### config.mk
export PLATFORM = sky130hd
export DESIGN_NAME = spectrum_bar_scheduler_flat
export DESIGN_NICKNAME = d
export VERILOG_FILES = /design/src/rtl/spectrum_bar_scheduler_if.sv /design/src/rtl/spectrum_bar_scheduler.sv /design/src/flat_wrapper.sv
export SDC_FILE = /design/constraint.sdc
export NUM_CORES = 1
export LEC_CHECK = 0
export ABC_AREA = 1
export CORE_UTILIZATION = 38
export DETAILED_ROUTE_END_ITERATION = 10
export GPL_ROUTABILITY_DRIVEN = 0
export GPL_TIMING_DRIVEN = 0
export PLACE_DENSITY = 0.7
export REMOVE_ABC_BUFFERS = 1
export SYNTH_ARGS = -nofsm -noshare
export SYNTH_HDL_FRONTEND = slang
export SYNTH_SLANG_ARGS = --single-unit
### constraint.sdc
create_clock -name pixel_clk -period 4.8 [get_ports pixel_clk]
set_input_delay 0.96 -clock pixel_clk [delete_from_list [all_inputs] [get_ports pixel_clk]]
set_output_delay 0.96 -clock pixel_clk [all_outputs]
set_load 0.05 [all_outputs]
### src/rtl/spectrum_bar_scheduler_if.sv
// Write handshake between the FFT result writer and the bar scheduler.
// The writer holds valid/addr/data until it sees ready.
interface spectrum_bar_scheduler_if;
  logic       wr_valid;
  logic [5:0] wr_addr;
  logic [8:0] wr_data;
  logic       wr_ready;

  modport master (
    output wr_valid, wr_addr, wr_data,
    input  wr_ready
  );

  modport slave (
    input  wr_valid, wr_addr, wr_data,
    output wr_ready
  );
endinterface

### src/rtl/spectrum_bar_scheduler.sv
// Arbitrates the spectrum RAM between FFT writes and VGA bar readout,
// prefetching one bin per bar ahead of the beam and drawing bars.
module spectrum_bar_scheduler #(
  parameter int          NUM_BARS  = 64,
  parameter int          BAR_WIDTH = 10,
  parameter int          H_ACTIVE  = 640,
  parameter int          H_TOTAL   = 800,
  parameter int          V_ACTIVE  = 480,
  parameter int          V_TOTAL   = 525,
  parameter logic [11:0] BAR_COLOR = 12'h0F0,
  parameter bit          WRITE_DURING_ACTIVE = 1'b0
) (
  input  logic        pixel_clk,
  input  logic        reset,
  spectrum_bar_scheduler_if.slave wr,
  input  logic        h_sync_in,
  input  logic        v_sync_in,
  input  logic        video_on_in,
  input  logic [9:0]  pixel_x,
  input  logic [9:0]  pixel_y,
  output logic        frame_done,
  output logic [5:0]  ram_addr,
  output logic        ram_we,
  output logic [8:0]  ram_wdata,
  input  logic [8:0]  ram_rdata,
  output logic        h_sync_out,
  output logic        v_sync_out,
  output logic [11:0] rgb
);

  localparam logic [9:0] L_BW   = 10'(BAR_WIDTH);
  localparam logic [9:0] L_BW1  = 10'(BAR_WIDTH - 1);
  localparam logic [9:0] L_BW2  = 10'(BAR_WIDTH - 2);
  localparam logic [9:0] L_LAST = 10'(H_ACTIVE - BAR_WIDTH);
  localparam logic [9:0] L_HT2  = 10'(H_TOTAL - 2);
  localparam logic [9:0] L_VA   = 10'(V_ACTIVE);
  localparam logic [9:0] L_VA1  = 10'(V_ACTIVE - 1);
  localparam logic [9:0] L_VT1  = 10'(V_TOTAL - 1);
  localparam logic [8:0] L_HMAX = 9'(V_ACTIVE);
  localparam logic [5:0] L_CLR  = 6'(NUM_BARS - 1);

  typedef enum logic [1:0] {
    S_CLEAR,
    S_WAIT_SYNC,
    S_BLANK,
    S_DISPLAY
  } state_t;

  state_t      r_state;
  logic [5:0]  r_clr_cnt;
  logic [8:0]  r_bar_h;
  logic        r_fetch_d;
  logic [11:0] r_rgb;
  logic        r_hs;
  logic        r_vs;

  logic [9:0]  w_col;
  logic [9:0]  w_bar;
  logic [5:0]  w_bar_next;
  logic [8:0]  w_clip;
  logic [9:0]  w_thresh;
  logic        w_vstart;
  logic        w_row_fetch;
  logic        w_bar_fetch;
  logic        w_clear;
  logic        w_fetch;
  logic        w_live;
  logic        w_win;
  logic        w_ready;
  logic        w_wr_hs;
  logic        w_lit;

  assign w_col      = pixel_x % L_BW;
  assign w_bar      = pixel_x / L_BW;
  assign w_bar_next = 6'(w_bar + 10'd1);
  assign w_clip     = (ram_rdata > L_HMAX) ?
                      L_HMAX : ram_rdata;
  assign w_thresh   = L_VA - {1'b0, r_bar_h};

  assign w_vstart = (pixel_x == 10'd0) &&
                    (pixel_y == L_VA);

  // Row fetch loads bin 0 two cycles before column 0.
  assign w_row_fetch = (pixel_x == L_HT2) &&
                       ((pixel_y < L_VA1) ||
                        (pixel_y == L_VT1));
  assign w_bar_fetch = (pixel_y < L_VA) &&
                       (pixel_x < L_LAST) &&
                       (w_col == L_BW2);

  assign w_clear = (r_state == S_CLEAR);
  assign w_fetch = ~w_clear &
                   (w_row_fetch | w_bar_fetch);
  assign w_live  = (r_state == S_WAIT_SYNC) ||
                   (r_state == S_DISPLAY);
  assign w_win   = (r_state == S_BLANK) ||
                   (w_live && w_vstart);

  assign w_ready = ~w_fetch &
                   (w_win |
                    (WRITE_DURING_ACTIVE &&
                     (r_state == S_DISPLAY)));
  assign w_wr_hs = wr.wr_valid & w_ready;

  assign w_lit = video_on_in &&
                 (w_col != L_BW1) &&
                 (pixel_y >= w_thresh);

  assign wr.wr_ready = w_ready;
  assign frame_done  = w_live & w_vstart;
  assign h_sync_out  = r_hs;
  assign v_sync_out  = r_vs;
  assign rgb         = r_rgb;

  // Sources are mutually exclusive by construction of w_ready.
  always_comb begin
    ram_we    = 1'b0;
    ram_addr  = 6'd0;
    ram_wdata = 9'd0;
    unique case (1'b1)
      w_clear: begin
        ram_we   = ~reset;
        ram_addr = r_clr_cnt;
      end
      w_fetch: begin
        ram_addr = w_row_fetch ?
                   6'd0 : w_bar_next;
      end
      w_wr_hs: begin
        ram_we    = 1'b1;
        ram_addr  = wr.wr_addr;
        ram_wdata = wr.wr_data;
      end
      default: begin
        ram_we = 1'b0;
      end
    endcase
  end

  always_ff @(posedge pixel_clk or posedge reset) begin
    if (reset) begin
      r_state   <= S_CLEAR;
      r_clr_cnt <= 6'd0;
      r_bar_h   <= 9'd0;
      r_fetch_d <= 1'b0;
      r_rgb     <= 12'd0;
      r_hs      <= 1'b1;
      r_vs      <= 1'b1;
    end else begin
      r_hs      <= h_sync_in;
      r_vs      <= v_sync_in;
      r_rgb     <= w_lit ? BAR_COLOR : 12'd0;
      r_fetch_d <= w_fetch;
      if (r_fetch_d)
        r_bar_h <= w_clip;
      unique case (r_state)
        S_CLEAR: begin
          r_bar_h   <= 9'd0;
          r_clr_cnt <= r_clr_cnt + 6'd1;
          if (r_clr_cnt == L_CLR)
            r_state <= S_WAIT_SYNC;
        end
        S_WAIT_SYNC: begin
          if (w_vstart)
            r_state <= S_BLANK;
        end
        S_BLANK: begin
          if ((pixel_y == L_VT1) &&
              (pixel_x == L_HT2))
            r_state <= S_DISPLAY;
        end
        S_DISPLAY: begin
          if (w_vstart)
            r_state <= S_BLANK;
        end
        default: r_state <= S_CLEAR;
      endcase
    end
  end

endmodule

### src/flat_wrapper.sv
// flat-port wrapper written by rule: the top's interface ports become plain ports
module spectrum_bar_scheduler_flat 
#(
  parameter int          NUM_BARS  = 64,
  parameter int          BAR_WIDTH = 10,
  parameter int          H_ACTIVE  = 640,
  parameter int          H_TOTAL   = 800,
  parameter int          V_ACTIVE  = 480,
  parameter int          V_TOTAL   = 525,
  parameter logic [11:0] BAR_COLOR = 12'h0F0,
  parameter bit          WRITE_DURING_ACTIVE = 1'b0
)
  (pixel_clk, reset, h_sync_in, v_sync_in, video_on_in, pixel_x, pixel_y, frame_done, ram_addr, ram_we, ram_wdata, ram_rdata, h_sync_out, v_sync_out, rgb, wr_wr_valid, wr_wr_addr, wr_wr_data, wr_wr_ready);
  spectrum_bar_scheduler_if wr_i ();
  input  logic pixel_clk;
  input  logic reset;
  input  logic h_sync_in;
  input  logic v_sync_in;
  input  logic video_on_in;
  input  logic [9:0] pixel_x;
  input  logic [9:0] pixel_y;
  output logic frame_done;
  output logic [5:0] ram_addr;
  output logic ram_we;
  output logic [8:0] ram_wdata;
  input  logic [8:0] ram_rdata;
  output logic h_sync_out;
  output logic v_sync_out;
  output logic [11:0] rgb;
  input wire logic [$bits(wr_i.wr_valid)-1:0] wr_wr_valid;
  input wire logic [$bits(wr_i.wr_addr)-1:0] wr_wr_addr;
  input wire logic [$bits(wr_i.wr_data)-1:0] wr_wr_data;
  output wire logic [$bits(wr_i.wr_ready)-1:0] wr_wr_ready;
  assign wr_i.wr_valid = wr_wr_valid;
  assign wr_i.wr_addr = wr_wr_addr;
  assign wr_i.wr_data = wr_wr_data;
  assign wr_wr_ready = wr_i.wr_ready;
  spectrum_bar_scheduler #(.NUM_BARS(NUM_BARS), .BAR_WIDTH(BAR_WIDTH), .H_ACTIVE(H_ACTIVE), .H_TOTAL(H_TOTAL), .V_ACTIVE(V_ACTIVE), .V_TOTAL(V_TOTAL), .BAR_COLOR(BAR_COLOR), .WRITE_DURING_ACTIVE(WRITE_DURING_ACTIVE)) u_core (.pixel_clk(pixel_clk), .reset(reset), .wr(wr_i), .h_sync_in(h_sync_in), .v_sync_in(v_sync_in), .video_on_in(video_on_in), .pixel_x(pixel_x), .pixel_y(pixel_y), .frame_done(frame_done), .ram_addr(ram_addr), .ram_we(ram_we), .ram_wdata(ram_wdata), .ram_rdata(ram_rdata), .h_sync_out(h_sync_out), .v_sync_out(v_sync_out), .rgb(rgb));
endmodule
==> flow_summary_export.csv, run 1 <==
group,metric,value,unit
clock_tree,clkSinkCount,21,
floorplan,initial_core_util,40.0,%
routing,via_count,2814,
sta,hold_viol_final,0,
place,pre_cts_ws,-1840,ps
logic_synthesis,ys_seq_area_share,20.6,%
global_routing,grt_max_degree,22,
routing,drt-initial-drc-count,110,
clock_tree,cts_tree,"done",
setup_path,critical_path.max_fanout,8,
power_and_ir_drop,clockPowerShare,9.0,%
logic_synthesis,yosysWarnings,0,
logic_synthesis,syn_avg_cell_area,6.54,um^2
clock_tree,path_clk_slew,80,ps
clock_tree,cts_buffer_depth,2,
layout,area_delta_synth_final,56.8,%
sta,post-route-period-util,112,%
sta,relSlewSlack,46.8,%
power_and_ir_drop,vdd_drop_max,0.265,mV
layout,finalNetCount,555,
power_and_ir_drop,switching_power,610,uW
sta,tightest_slew,798,ps
routing,dr.pass1.iters,7,
floorplan,die_x,84.2,um
run_status,outcome,"complete, but fails checks",
sta,finalSetupViolations,17,
logic_synthesis,ys_types,39,
setup_path,cp_data_arrival_time,4410,ps
sta,fmax,186,MHz
logic_synthesis,ys_seq_elements,21,
global_routing,grt_pass1_wl,12000,um
logic_synthesis,synth_compound_area_share,9.69,%
routing,wl_per_cell,12.6,um
clock_tree,insertion_delay,260,ps
run_status,violations,"DRC, setup timing",
global_routing,grt_antenna_before_repair,0,
floorplan,die_h,84.2,um
hold_path,min_path_cells,1,
place,dp_hpwl,5090,um
sta,skew,3.29,ps
floorplan,ioPinCount,82,
place,port_buffers,73,
layout,diodes,0,
power_and_ir_drop,p_comb_share,71.3,%
place,dp.cells,535,
routing,via_per_inst,4.97,
power_and_ir_drop,sw_frac_of_total,47.4,%
setup_path,crit_path_end_kind,"output pin",
sta,setup_ws,-574,ps
logic_synthesis,synth_top_family_by_area,"simple AND/OR/NAND/NOR gates",
flow_run,drv_cap,0,
power_and_ir_drop,p_leak,0.00203,uW
setup_path,slowest_stage,"ha_4",
logic_synthesis,synthMuxAreaShare,0.390,%
clock_tree,cts_buffers,3,
logic_synthesis,synth_cells,393,
routing,drt-total-wl,7130,um
power_and_ir_drop,sequentialPowerShare,19.8,%
floorplan,dieArea,7090,um^2
routing,drcViolationCount,6,
sta,rsz0062_at_grt,"yes",
global_routing,overflow,0,
layout,final_cell_count_no_fill,566,
floorplan,core_region_area,6420,um^2
setup_path,setup.worst_path.class,"primary input to output pin",
layout,drive_above_1_share,33.9,%
sta,period_minus_slack,5370,ps
setup_path,required,3840,ps
clock_tree,ctsHoldBuffers,0,
routing,ant_nets,0,
sta,fin_hold_ws,499,ps
setup_path,cpPeakStageDelay,250,ps
logic_synthesis,synthesis.area,2570,um^2
logic_synthesis,synthSimpleGateAreaFrac,40.8,%
logic_synthesis,synth_xor_area_share,4.77,%
clock_tree,clock-root-buffer,"clkbuf_8",
global_routing,grt_pass1_vias,2759,
global_routing,grt_usage,20.2,%
floorplan,std_cell_rows,29,
layout,fin_util,62.7,%
power_and_ir_drop,p_per_area,319,nW/um^2
setup_path,critical-path-top-cell-by-count,"nand2_4",
clock_tree,cts_max_level,1,
setup_path,ff2ff_path_depth,15,
hold_path,hold_path_class,"register to register",
sta,slew_viol_final,0,
power_and_ir_drop,internal_power,677,uW
setup_path,start_kind,"primary input",
logic_synthesis,synthAdderAreaFrac,7.31,%
==> final timing paths <==
| path | start | end | slack [ps] |
|---|---|---|---|
| worst min-delay path | u_core.r_clr_cnt[5] | u_core.r_clr_cnt[5] | 500 |
| min in group asynchronous | reset | u_core.r_clr_cnt[2] | 1200 |
| max in group asynchronous | reset | u_core.r_bar_h[5] | 3100 |
| worst min register to register | u_core.r_clr_cnt[5] | u_core.r_clr_cnt[5] | 500 |
| worst max-delay path | pixel_x[7] | ram_we | -570 |
| worst max register to register | u_core.r_bar_h[0] | u_core.rgb[6] | 2210 |
==> layout make-up <==
type	count	area, um^2
fillers	594	2390
clock inverters	1	5.00
flip-flops and latches	21	528
clock buffers	3	41.3
well taps	77	96.3
inverters	86	355
multi-input cells	280	2030
repair buffers	98	977
==> flip-flops by register name (all words and copies together) (netlist names) <==
name / flops
u_core.rgb: 1
u_core.r_clr_cnt: 6
u_core.v_sync_out: 1
u_core.r_bar_h: 9
u_core.r_state: 2
u_core.r_fetch_d: 1
u_core.h_sync_out: 1
==> metal layers <==
layer	part of all wire, %	up-vias	track usage (%)	wire, um
li1	-	1436	-	-
met1	42	1298	25.1	3020
met2	53	64	37.9	3770
met3	2.7	16	0.983	196
met4	2.0	0	5.80	142
met5	0	-	0	0
==> metrics by stage <==
| step | area (um^2) | TNS [ps] | power [uW] |
|---|---|---|---|
| final | 4030 | -9010 | 1290 |
| after global routing | 4030 | -13380 | 1400 |
| after CTS | 3820 | -6880 | 1200 |
| after detailed placement | 3320 | -30510 | 956 |
| after global placement | 3320 | -28950 | 933 |
| after floorplan | 2500 | -5440 | 778 |
==> worst max-delay path, delay by kind of cell <==
family	cells	cell delay, ps
AOI/OAI and AO/OA	3	280
adders and majority gates	1	250
buffers and inverters	9	800
and+or+nand+nor	26	2120
==> cells in the final DEF (no fill, tap or decap), types with 2 or more instances in the layout <==
cell	n
dfrtp_1	19
nand3b_1	2
ha_1	12
inv_1	63
nor4_1	5
ha_4	3
inv_4	5
nor2_4	2
dfstp_2	2
nand2_2	21
nor2_1	13
o21ai_0	6
o211ai_1	3
inv_8	2
a21oi_1	9
nand4_1	10
nor2_2	12
o21a_1	4
inv_2	15
conb_1	8
nand2_8	3
nand2_1	58
nor3_1	7
xor2_1	13
clkdlybuf4s50_1	51
o22ai_1	8
nand2_4	21
nand3_4	7
buf_8	2
buf_4	25
nand3_1	24
buf_12	3
buf_6	16
nand3_2	15
clkbuf_8	3
==> cells by family (layout without fill, tap and decap cells) <==
logic type,after synthesis,count (layout)
flops,21,21
other cells,1,8
buf+inv,101,188
mux,1,1
xor+xnor,14,14
compound gates,39,39
fa+ha+maj,15,15
simple gates,201,203
==> repair_timing <==
action,4_1_cts,5_1_grt
setup buffers,19,6
gates resized for setup,209,44
hold endpoints to repair,0,0
setup endpoints to repair,17,17
cloned,2,0
pin swaps,32,37
==> synth_stat cells <==
cell type / n / share of area, %
nand2_4: 6 / 2.6
o21ai_0: 7 / 1.4
nand2_2: 16 / 3.9
inv_2: 14 / 2.0
o22ai_1: 8 / 1.9
a221oi_1: 1 / 0.34
nand3_4: 2 / 1.4
or2_2: 1 / 0.24
dfstp_2: 2 / 2.0
nand3_1: 39 / 7.6
or3_1: 1 / 0.24
a21oi_1: 10 / 1.9
nor2_2: 9 / 2.2
nand2_8: 1 / 0.78
nor4_1: 5 / 1.2
buf_4: 11 / 3.2
o311ai_0: 1 / 0.34
mux2i_1: 1 / 0.39
clkbuf_1: 4 / 0.58
a2111oi_0: 1 / 0.34
nand4_2: 1 / 0.49
nand4_1: 10 / 2.4
nand3b_1: 2 / 0.58
dfrtp_1: 19 / 19
a21boi_0: 1 / 0.29
xnor2_1: 1 / 0.34
xor2_1: 13 / 4.4
nor3_1: 7 / 1.4
o21bai_1: 1 / 0.29
a21boi_2: 1 / 0.44
inv_1: 72 / 11
o21a_1: 4 / 1.2
conb_1: 1 / 0.15
nand3_2: 4 / 1.6
nor2_1: 18 / 2.6
o211ai_1: 3 / 0.88
nand2_1: 79 / 12
ha_1: 15 / 7.3
o21ai_2: 1 / 0.34
==> power groups by stage <==
stage	clock network [uW]	logic, uW	registers [uW]
after global placement	0	677	256
after detailed placement	0	699	257
after global routing	126	1010	261
final	115	917	254
after floorplan	0	483	295
after CTS	119	829	254
Power figures use the tool's default switching activity.
==> run 2, diff against run 1 <==
--- a/config.mk
+++ b/config.mk
@@ -8,9 +8,9 @@
 export ABC_AREA = 1
 export CORE_UTILIZATION = 38
 export DETAILED_ROUTE_END_ITERATION = 10
+export DONT_BUFFER_PORTS = 1
 export GPL_ROUTABILITY_DRIVEN = 0
-export GPL_TIMING_DRIVEN = 0
-export PLACE_DENSITY = 0.7
+export GPL_TIMING_DRIVEN = 1
 export REMOVE_ABC_BUFFERS = 1
 export SYNTH_ARGS = -nofsm -noshare
 export SYNTH_HDL_FRONTEND = slang
==> run 2 against run 1 <==
Against the previous run:
- the run still ends with DRC, setup timing left
- sequential share of layout area rose by 0.80 points
- clock power hardly changed
- register-to-register slack barely moved
- setup slack worse by 52 ps
- clock-buffer cell count unchanged
- core utilization is 3.4 points lower
- design area decreased by 5.5%
- largest cell class unchanged
==> flow_summary_export.csv, run 2 (same netlist as run 1, synthesis figures left out) <==
group,metric,value,unit
sta,period_minus_slack,5430,ps
routing,dr.pass1.iters,7,
power_and_ir_drop,sw_frac_of_total,46.3,%
global_routing,grt_util_met1,22.9,%
global_routing,met3_usage,3.44,%
routing,drcViolationCount,4,
sta,finalSetupViolations,17,
setup_path,worst_r2r_endpoint,"u_core.rgb[6]",
setup_path,critical_path.max_fanout,8,
layout,fill_cells,569,
floorplan,initial_core_util,40.0,%
floorplan,die_h,84.2,um
layout,final_common_cell,"inv_1",
setup_path,r2r-start,"u_core.r_bar_h[0]",
global_routing,grt_max_degree,22,
sta,setup_ws,-626,ps
layout,finalNetCount,529,
routing,via_count,2744,
clock_tree,ctsHoldBuffers,0,
sta,fin_setup_tns,-10100,ps
sta,post-route-period-util,113,%
clock_tree,clkSinkCount,21,
global_routing,grt_pass1_vias,2589,
setup_path,reg2reg_slack,2200,ps
setup_path,ff2ff_path_depth,15,
layout,regMostFlops,"u_core.r_bar_h",
setup_path,start_kind,"primary input",
place,pre_cts_ws,-508,ps
power_and_ir_drop,power,1340,uW
hold_path,min_path_cells,2,
layout,reg_top3,"u_core.r_bar_h: 9 flops, u_core.r_clr_cnt: 6 flops, u_core.r_state: 2 flops",
power_and_ir_drop,p_comb_share,69.0,%
place,dp_hpwl,5110,um
global_routing,grtUsageMet2,33.7,%
clock_tree,cts_max_level,1,
clock_tree,cts_buffer_depth,2,
sta,rsz0062_at_grt,"yes",
hold_path,min_to,"u_core.r_state[1]",
layout,regArea,529,um^2
power_and_ir_drop,p_per_area,351,nW/um^2
setup_path,cpPeakStageDelay,310,ps
sta,fmax,184,MHz
global_routing,overflow,0,
layout,layout_common_cells,"65 x inv_1, 56 x buf_4, 55 x nand2_1, 26 x nand2_2, 23 x nand3_1",
run_status,violations,"DRC, setup timing",
routing,wl_per_cell,13.4,um
routing,ant_nets,0,
sta,skew,2.11,ps
setup_path,setup.worst_path.class,"primary input to output pin",
power_and_ir_drop,clockPowerShare,8.6,%
sta,tightest_slew,902,ps
sta,slew_viol_final,0,
layout,largest_reg_flops,9,
clock_tree,clock-root-buffer,"clkbuf_8",
clock_tree,path_clk_slew,80,ps
hold_path,hold_path_startpoint,"u_core.r_state[1]",
sta,hold_viol_final,0,
hold_path,hold_path_class,"register to register",
global_routing,grt_usage,18.7,%
flow_run,drv_cap,0,
power_and_ir_drop,vdd_drop_max,0.306,mV
setup_path,slowest_stage,"o211ai_1",
run_status,outcome,"complete, but fails checks",
clock_tree,cts_tree,"done",
clock_tree,cts_buffers,3,
setup_path,required,3840,ps
layout,drive_above_1_share,42.5,%
layout,multi_input_comb_area,2070,um^2
power_and_ir_drop,sequentialPowerShare,22.4,%
setup_path,cp_data_arrival_time,4470,ps
place,port_buffers,0,
floorplan,ioPinCount,82,
routing,via_per_inst,5.08,
sta,fin_hold_ws,486,ps
layout,area_delta_synth_final,48.2,%
floorplan,std_cell_rows,29,
power_and_ir_drop,p_leak,0.00196,uW
layout,diodes,0,
global_routing,grt_antenna_before_repair,0,
floorplan,core_region_area,6420,um^2
clock_tree,insertion_delay,260,ps
global_routing,grt_pass1_wl,11100,um
routing,drt-total-wl,7260,um
floorplan,die_x,84.2,um
floorplan,dieArea,7090,um^2
sta,relSlewSlack,38.3,%
power_and_ir_drop,internal_power,718,uW
power_and_ir_drop,switching_power,620,uW
setup_path,crit_path_end_kind,"output pin",
global_routing,grt-busiest-layer,"met2",
setup_path,critical-path-top-cell-by-count,"nand2_2",
routing,drt-initial-drc-count,99,
==> run 2: worst max-delay path by stage <==
stage                    start      endpoint  slack, ps  cells after the start
floorplan           pixel_x[7]   wr_wr_ready       -550                     36
global placement    pixel_x[7]  ram_wdata[0]       -390                     35
detailed placement  pixel_x[7]  ram_wdata[6]       -510                     32
CTS                 pixel_x[7]  ram_wdata[2]       -400                     38
global route        pixel_x[7]  ram_wdata[1]       -880                     37
finish              pixel_x[7]  ram_wdata[1]       -630                     36
==> run 2: critical path: cells and delay by family <==
family / cells / cell delay, ps
AOI/OAI and AO/OA: 2 / 520
buffers and inverters: 10 / 870
and+or+nand+nor: 24 / 2110
==> run 2: cell type report <==
| cell class | count | area share (%) |
|---|---|---|
| repair buffers | 72 | 19.2 |
| clock inverters | 1 | 0.131 |
| clock buffers | 3 | 1.08 |
| inverters | 86 | 8.84 |
| flip-flops and latches | 21 | 13.9 |
| well taps | 77 | 2.53 |
| multi-input cells | 280 | 54.3 |
==> run 2: timing repair <==
action / CTS / global route
buffers inserted: 19 / 10
pin swaps: 18 / 48
gates resized for setup: 41 / 59
setup endpoints to repair: 17 / 17
gates cloned: 2 / 0
==> run 2: power by group through the flow <==
stage / clock [uW] / sequential (uW) / combinational (uW)
after CTS: 120 / 299 / 786
after floorplan: 0 / 295 / 483
final: 115 / 300 / 923
after global routing: 128 / 305 / 1020
after detailed placement: 0 / 303 / 669
after global placement: 0 / 301 / 659
==> run 2: routing by layer <==
metal  part of all wire [%]  wire length [um]  up-vias
li1                       -                 -     1383
met4                    2.2               161        0
met1                     40              2910     1284
met3                    4.3               314       18
met2                     53              3870       59
met5                      0                 0        -
==> run 2: per-stage QoR <==
stage          area (um^2)  cells  utilization (%)
2_1_floorplan         2500    385                -
4_1_cts               3480    530             54.1
3_3_place_gp          3110    505             48.4
6_report              3810    540             59.3
5_1_grt               3810    540             59.3
3_5_place_dp          3110    505             48.4
==> run 3, diff against run 2 <==
--- a/config.mk
+++ b/config.mk
@@ -6,6 +6,7 @@
 export NUM_CORES = 1
 export LEC_CHECK = 0
 export ABC_AREA = 1
+export ABC_CLOCK_PERIOD_IN_PS = 4800
 export CORE_UTILIZATION = 38
 export DETAILED_ROUTE_END_ITERATION = 10
 export DONT_BUFFER_PORTS = 1
==> results of run 3 <==
Same layout as run 2: the final DEF is identical, and so are final timing and power.
